### config.mk
export PLATFORM = sky130hd
export DESIGN_NAME = bcd_sub4_seq
export DESIGN_NICKNAME = d
export VERILOG_FILES = /design/src/rtl/bcd_sub4_seq.sv
export SDC_FILE = /design/constraint.sdc
export NUM_CORES = 1
export LEC_CHECK = 0
export ABC_AREA = 1
export CORE_MARGIN = 2
export CORE_UTILIZATION = 40
export DETAILED_ROUTE_END_ITERATION = 8
export GPL_ROUTABILITY_DRIVEN = 0
export GPL_TIMING_DRIVEN = 0
export PLACE_DENSITY = 0.62
export SKIP_CTS_REPAIR_TIMING = 1
export SLEW_MARGIN = 30
export SYNTH_ARGS = -nofsm -noshare
export SYNTH_HDL_FRONTEND = slang
export SYNTH_SLANG_ARGS = --single-unit
### constraint.sdc
create_clock -name clk -period 3.55 [get_ports clk]
set_input_delay 0.8875 -clock clk [delete_from_list [all_inputs] [get_ports clk]]
set_output_delay 0.8875 -clock clk [all_outputs]
set_load 0.03 [all_outputs]
### src/rtl/bcd_sub4_seq.sv
// bcd_sub4_seq: sequential 4-digit packed-BCD subtractor producing |A-B|.
//
// Ports
//   clk      rising-edge clock
//   rst      asynchronous active-high reset
//   start    request a subtraction (sampled only while idle)
//   A, B     minuend / subtrahend, 4 packed BCD digits, [3:0] least significant
//   D        magnitude |A-B| as 4 packed BCD digits
//   neg      1 when A<B
//   invalid  1 when any digit of A or B exceeds 9
//   busy     high while digits are being processed
//   done     one-cycle pulse; D/neg/invalid are valid from here until the next start
//
// One digit is handled per cycle. A negative ten's-complement result gets a
// second four-cycle pass (0 - r) to recover the magnitude.
module bcd_sub4_seq (
  input  logic        clk,
  input  logic        rst,
  input  logic        start,
  input  logic [15:0] A,
  input  logic [15:0] B,
  output logic [15:0] D,
  output logic        neg,
  output logic        invalid,
  output logic        busy,
  output logic        done
);

  typedef enum logic [1:0] {
    IDLE   = 2'd0,
    SUB    = 2'd1,
    NEGATE = 2'd2,
    DONE   = 2'd3
  } state_t;

  state_t      state, state_nxt;
  logic [15:0] a_r, b_r;   // latched operands
  logic [15:0] r;          // working result register
  logic [1:0]  idx;        // current digit index
  logic        borrow;

  logic [3:0]  op_a, op_b;
  logic [4:0]  t;
  logic [3:0]  dig;
  logic        bout;
  logic [15:0] r_nxt;
  logic        bad_in;

  function automatic logic has_bad_digit(input logic [15:0] x);
    logic bad;
    bad = 1'b0;
    for (int unsigned i = 0; i < 4; i++) begin
      if (x[i*4 +: 4] > 4'd9) bad = 1'b1;
    end
    return bad;
  endfunction

  assign bad_in = has_bad_digit(A) | has_bad_digit(B);

  // Digit operands: in NEGATE the minuend is zero and the subtrahend is the
  // ten's-complement result digit being converted.
  always_comb begin
    op_a = '0;
    op_b = '0;
    if (state == NEGATE) begin
      op_a = '0;
      op_b = r[{idx, 2'b00} +: 4];
    end else begin
      op_a = a_r[{idx, 2'b00} +: 4];
      op_b = b_r[{idx, 2'b00} +: 4];
    end
  end

  // t is biased by +10 so it never goes below zero: t>=10 means no borrow.
  always_comb begin
    t    = {1'b0, op_a} + 5'd10 - {1'b0, op_b} - {4'b0000, borrow};
    dig  = '0;
    bout = 1'b0;
    if (t >= 5'd10) begin
      dig  = 4'(t - 5'd10);
      bout = 1'b0;
    end else begin
      dig  = t[3:0];
      bout = 1'b1;
    end
    r_nxt = r;
    r_nxt[{idx, 2'b00} +: 4] = dig;
  end

  // State register
  always_ff @(posedge clk or posedge rst) begin
    if (rst) state <= IDLE;
    else     state <= state_nxt;
  end

  // Next-state logic
  always_comb begin
    state_nxt = state;
    unique case (state)
      IDLE: begin
        if (start) state_nxt = bad_in ? DONE : SUB;
      end
      SUB: begin
        if (idx == 2'd3) state_nxt = bout ? NEGATE : DONE;
      end
      NEGATE: begin
        if (idx == 2'd3) state_nxt = DONE;
      end
      DONE: state_nxt = IDLE;
      default: state_nxt = IDLE;
    endcase
  end

  // Output logic
  always_comb begin
    busy = 1'b0;
    done = 1'b0;
    unique case (state)
      SUB, NEGATE: busy = 1'b1;
      DONE:        done = 1'b1;
      default: begin
        busy = 1'b0;
        done = 1'b0;
      end
    endcase
  end

  // Datapath: operands, working result, index/borrow and the held outputs.
  // D is written only on the transition into DONE so it stays stable while
  // the next operation is in flight.
  always_ff @(posedge clk or posedge rst) begin
    if (rst) begin
      a_r     <= '0;
      b_r     <= '0;
      r       <= '0;
      idx     <= '0;
      borrow  <= 1'b0;
      D       <= '0;
      neg     <= 1'b0;
      invalid <= 1'b0;
    end else begin
      unique case (state)
        IDLE: begin
          if (start) begin
            a_r     <= A;
            b_r     <= B;
            r       <= '0;
            idx     <= '0;
            borrow  <= 1'b0;
            neg     <= 1'b0;
            invalid <= bad_in;
            if (bad_in) D <= '0;
          end
        end
        SUB: begin
          r      <= r_nxt;
          idx    <= idx + 2'd1;
          borrow <= bout;
          if (idx == 2'd3) begin
            if (bout) begin
              neg    <= 1'b1;
              borrow <= 1'b0;   // fresh borrow chain for the negate pass
            end else begin
              D <= r_nxt;
            end
          end
        end
        NEGATE: begin
          r      <= r_nxt;
          idx    <= idx + 2'd1;
          borrow <= bout;
          if (idx == 2'd3) D <= r_nxt;
        end
        DONE: begin
          idx    <= '0;
          borrow <= 1'b0;
        end
        default: ;
      endcase
    end
  end

endmodule
==> results.yml, run 1 <==
outcome:
  status: "finished with violations"
  failed_checks: "setup timing"
logic_synthesis:
  synthFlopType: "dfrtp_1"
  postSynthAreaPerCell_um2: 7.53
  synth_cells: 514
  synth_most_common_cell: "nand2_1"
  synth_top_family_by_area: "simple AND/OR/NAND/NOR gates"
  netlist_top_cells_count: "167 x nand2_1, 71 x dfrtp_1, 65 x o21ai_0"
  yosysUniqueCellTypes: 28
  synth-seq-cells: 71
  synthesis.area_um2: 3870
  synth_compound_area_frac: 0.149
  seq_area_frac_synth: 0.459
  yosys.area.top_type: "dfrtp_1"
  ys_warn_count: 0
  syn_nets: 567
  synth_xor_area_frac: 0
  synthSimpleGateAreaFrac: 0.243
  netlist.area_leader.share: 0.459
  synthMuxAreaShare: 0
  synth_edf_count: 0
  synthAdderAreaFrac: 0.0640
  synth.area.top_cells: "dfrtp_1 46%, nand2_1 16%, o21ai_0 8.4%"
  ys_async_sr_fraction: 1.00
die:
  num_io_pins: 55
  die_w_um: 102
  start_util: 0.415
  dieArea_um2: 10500
  fp.dieH_um: 102
  rows: 35
  coreArea_um2: 9330
setup_path:
  crit_fanout: 12
  end_kind: "register"
  worstSetupStartpoint: "idx[0]"
  worstPathArrival_ns: 4.02
  r2r_start: "idx[0]"
  critPathLaunchType: "register"
  path_class: "register to register"
  required_ns: 3.84
global_route:
  use_met3: 0.0342
  grt_max_degree: 39
  overflow: 0
  antenna_found_initial: 0
  grt_pass1_wl_mm: 16.1
  grt_pass1_vias: 3318
  grt_util_met2: 0.326
  met1_usage: 0.266
  grtUsageTotal: 0.201
  grt.busiest_layer: "met2"
route:
  via_per_inst: 4.94
  vias: 3569
  drt_iter0_markers: 133
  wl_per_cell_um: 14.0
  wirelength_mm: 10.1
  ant_nets: 0
  dr.pass1.iters: 5
  drc: 0
clock_tree:
  cts_tree: "built"
  cts-htree-levels: 3
  clk_latency_ns: 0.35
  clk_pin_slew_ns: 0.07
  clockBufferDepth: 2
  cts_root_buf: "clkbuf_8"
  cts-buffers-inserted: 9
  numClockSinks: 71
flow_run:
  maxCapViolCount: 0
cells_and_area:
  drive_gt1_frac: 0.126
  antenna_cells: 0
  design_area_um2: 5060
  syn2layout_area_growth_pct: 30.7
  nets: 645
  final-seq-area_um2: 1780
  fin_util: 0.542
  nFillCells: 958
  multi_input_area_um2: 1880
timing:
  period_share: 1.05
  layout_setup_ws_ns: -0.178
  min_period_ns: 3.73
  hold_viol_final: 0
  drv_slew: 0
  clock_skew_ns: 0.0115
  timing.fmax_mhz: 268
  tightest_slew_ns: 0.558
  slew_headroom: 0.628
  setup_viol: 22
  grt_setup_unrepaired: "true"
  fin_tns_setup_ns: -2.97
place:
  placed_area_um2: 4630
  post-place-ws_ns: -0.613
  dp_hpwl_mm: 7.71
  port_buffers: 54
min_path:
  hold_path_class: "register to register"
  holdCritStartpoint: "D[9]"
cell type report:
| class | count | area share |
|---|---|---|
| buffer | 21 | 0.0260 |
| clock inverter | 1 | 0.00593 |
| clock buffer | 12 | 0.0307 |
| sequential | 71 | 0.351 |
| timing repair buffer | 67 | 0.136 |
| tap | 129 | 0.0319 |
| inverter | 62 | 0.0465 |
| multi-input combinational | 360 | 0.372 |
path summary, 6_finish.rpt:
check / endpoint / cells after the start / slack, ns
worst min-delay path: D[9] / 2 / 0.47
worst max-delay path: D[6] / 19 / -0.18
max in group asynchronous: b_r[6] / 3 / 2.07
worst max register to register: D[6] / 19 / -0.18
min in group asynchronous: D[10] / 2 / 0.92
worst min register to register: D[9] / 2 / 0.47
worst max-delay path, stage by stage (launching register included):
cell and delay [ns]:
dfrtp_2 0.43, inv_1 0.11, clkbuf_2 0.29, o21ai_0 0.17
o21ai_0 0.13, nand2_1 0.09, ha_2 0.19, fa_1 0.48
inv_1 0.04, ha_2 0.16, fa_2 0.56, nand2_2 0.12
nand3_4 0.16, nor2_4 0.04, nor3_2 0.16, nand2_2 0.13
inv_2 0.10, buf_4 0.13, nand3_1 0.07, nand2_1 0.09
logic make-up (layout without fill, tap and decap cells):
logic type | count (synthesis) | in the layout
simple gates | 233 | 233
compound gates | 109 | 109
buf+inv | 83 | 163
flops | 71 | 71
fa+ha+maj | 18 | 18
registers in the layout, indices dropped and copies added, names as in the netlist, 2 cells and up:
name	cells
D	16
a_r	16
b_r	16
idx	2
r	16
state	2
cell usage in the layout, fill, tap and decap left out, drive strengths merged, types with 2 or more instances in the layout:
master,count
nand2,169
dfrtp,71
o21ai,70
inv,60
clkdlybuf4s50,54
nand3,29
nor2,27
clkbuf,26
a21oi,25
buf,20
ha,15
o22ai,4
nand4,4
a31oi,4
o21bai,3
nor3,3
fa,3
clkinv,2
per-layer routing:
layer,wire (um),share of wire
met5,0,0
met4,288,0.029
met3,462,0.046
met2,4680,0.46
met1,4660,0.46
per-stage QoR:
| step | hold WS, ns | cells |
|---|---|---|
| 6_report | 0.471 | 723 |
| 5_1_grt | 0.493 | 723 |
| 4_1_cts | 0.480 | 711 |
| 3_5_place_dp | 0.461 | 698 |
| 3_3_place_gp | 0.460 | 697 |
| 2_1_floorplan | 0.444 | 514 |
Power of run 1 is left out: the tool's default activity adds up to more than one toggle a clock period on the data nets, which glitch-free logic cannot reach.
==> inputs of run 2 (changes only) <==
CTS_BUF_LIST = sky130_fd_sc_hd__clkbuf_4 sky130_fd_sc_hd__clkbuf_8 sky130_fd_sc_hd__clkbuf_16   (was not set)
CTS_CLUSTER_DIAMETER = 150   (was not set)
SLEW_MARGIN = not set   (was 30)
==> results.yml, run 2 (synthesis gave the netlist of run 1 again) <==
die:
  rows: 35
  coreArea_um2: 9330
  dieArea_um2: 10500
  start_util: 0.415
  die_w_um: 102
  fp.dieH_um: 102
  num_io_pins: 55
clock_tree:
  cts_root_buf: "clkbuf_8"
  cts-htree-levels: 3
  numClockSinks: 71
  clockBufferDepth: 2
  clk_pin_slew_ns: 0.08
  cts_tree: "built"
  cts-buffers-inserted: 9
  clk_latency_ns: 0.35
timing:
  timing.fmax_mhz: 263
  drv_slew: 0
  layout_setup_ws_ns: -0.249
  clock_skew_ns: 0.0129
  hold_viol_final: 0
  grt_setup_unrepaired: "true"
  setup_viol: 22
  slew_headroom: 0.415
  holdWs_ns: 0.472
  min_period_ns: 3.80
  period_share: 1.07
  tightest_slew_ns: 0.878
  fin_tns_setup_ns: -4.26
cells_and_area:
  drive_gt1_frac: 0.145
  antenna_cells: 0
  final_common_cell: "nand2_1"
  nets: 643
  design_area_um2: 5170
  syn2layout_area_growth_pct: 33.7
  final_cell_mix: "154 x nand2_1, 70 x dfrtp_1, 54 x inv_1, 54 x clkdlybuf4s50_1, 53 x o21ai_0"
setup_path:
  reg2reg_depth: 19
  required_ns: 3.84
  path_class: "register to register"
  critPathLaunchType: "register"
  worstReg2RegEnd: "D[6]"
  r2r_start: "state[1]"
  crit_fanout: 6
  end_kind: "register"
  r2r_slack_ns: -0.25
  endpoint: "D[6]"
  worstSetupStartpoint: "state[1]"
  worstPathArrival_ns: 4.09
route:
  wl_per_cell_um: 14.1
  ant_nets: 0
  dr.pass1.iters: 5
  via_per_inst: 4.93
  vias: 3566
  drt_iter0_markers: 170
  wirelength_mm: 10.2
  drc: 0
place:
  dp_hpwl_mm: 7.55
  port_buffers: 54
  post-place-ws_ns: -0.635
  placed_area_um2: 4610
global_route:
  grt_pass1_wl_mm: 16.4
  antenna_found_initial: 0
  grtUsageTotal: 0.202
  grt_pass1_vias: 3326
  grt_max_degree: 72
  overflow: 0
outcome:
  failed_checks: "setup timing"
  status: "finished with violations"
flow_run:
  maxCapViolCount: 0
min_path:
  hold_path_class: "register to register"
run 2: cell types whose count changed in the layout (fill, tap and decap cells not counted), moves of 2 or more:
cell and delta:
buf_4 -2, bufinv_16 +3, nand2_1 -4, nand2_2 +2, nand2_4 +2, nand3_1 -2
nand3_2 +2, o21ai_0 -2, o21ai_2 +3
run 2: layer usage:
metal / share of wire / vias to the layer above / track usage
li1: - / 1804 / -
met1: 0.46 / 1659 / 0.272
met2: 0.48 / 88 / 0.331
met3: 0.039 / 15 / 0.0280
met4: 0.017 / 0 / 0.0810
met5: 0 / - / 0
run 2: worst max-delay path, stage by stage (launching register included):
cell,delay (ns)
dfrtp_1,0.44
ha_4,0.19
buf_8,0.13
buf_8,0.12
o211ai_1,0.24
a31oi_1,0.14
ha_2,0.19
fa_1,0.48
inv_1,0.04
ha_2,0.16
fa_2,0.56
nand2_2,0.12
nand3_4,0.17
nor2_4,0.04
nor3_2,0.16
nand2_2,0.13
inv_2,0.11
buf_6,0.13
nand3_2,0.06
nand2_1,0.09
run 2: metrics by stage:
| step | instances | util |
|---|---|---|
| 4_1_cts | 713 | 0.524 |
| 3_5_place_dp | 697 | 0.494 |
| 5_1_grt | 724 | 0.555 |
| 3_3_place_gp | 697 | 0.494 |
| 2_1_floorplan | 514 | - |
| 6_report | 724 | 0.555 |
run 2: worst min path at each step:
| stage | from | depth (start not counted) | end | slack, ns |
|---|---|---|---|---|
| 3_5_place_dp | a_r[8] | 2 | a_r[8] | 0.46 |
| 4_1_cts | a_r[8] | 2 | a_r[8] | 0.48 |
| 2_1_floorplan | a_r[0] | 2 | a_r[0] | 0.44 |
| 5_1_grt | D[15] | 2 | D[15] | 0.50 |
| 3_3_place_gp | a_r[8] | 2 | a_r[8] | 0.46 |
| 6_report | D[9] | 2 | D[9] | 0.47 |
run 2: final cells by class:
class | instances | area [um^2]
Clock buffer | 11 | 151
Sequential cell | 71 | 1780
Inverter | 62 | 235
Clock inverter | 5 | 128
Timing Repair Buffer | 65 | 662
Tap cell | 129 | 161
Buffer | 21 | 134
Fill cell | 929 | 4160
Multi-Input combinational cell | 360 | 1920
Power of run 2 is left out for the same reason.
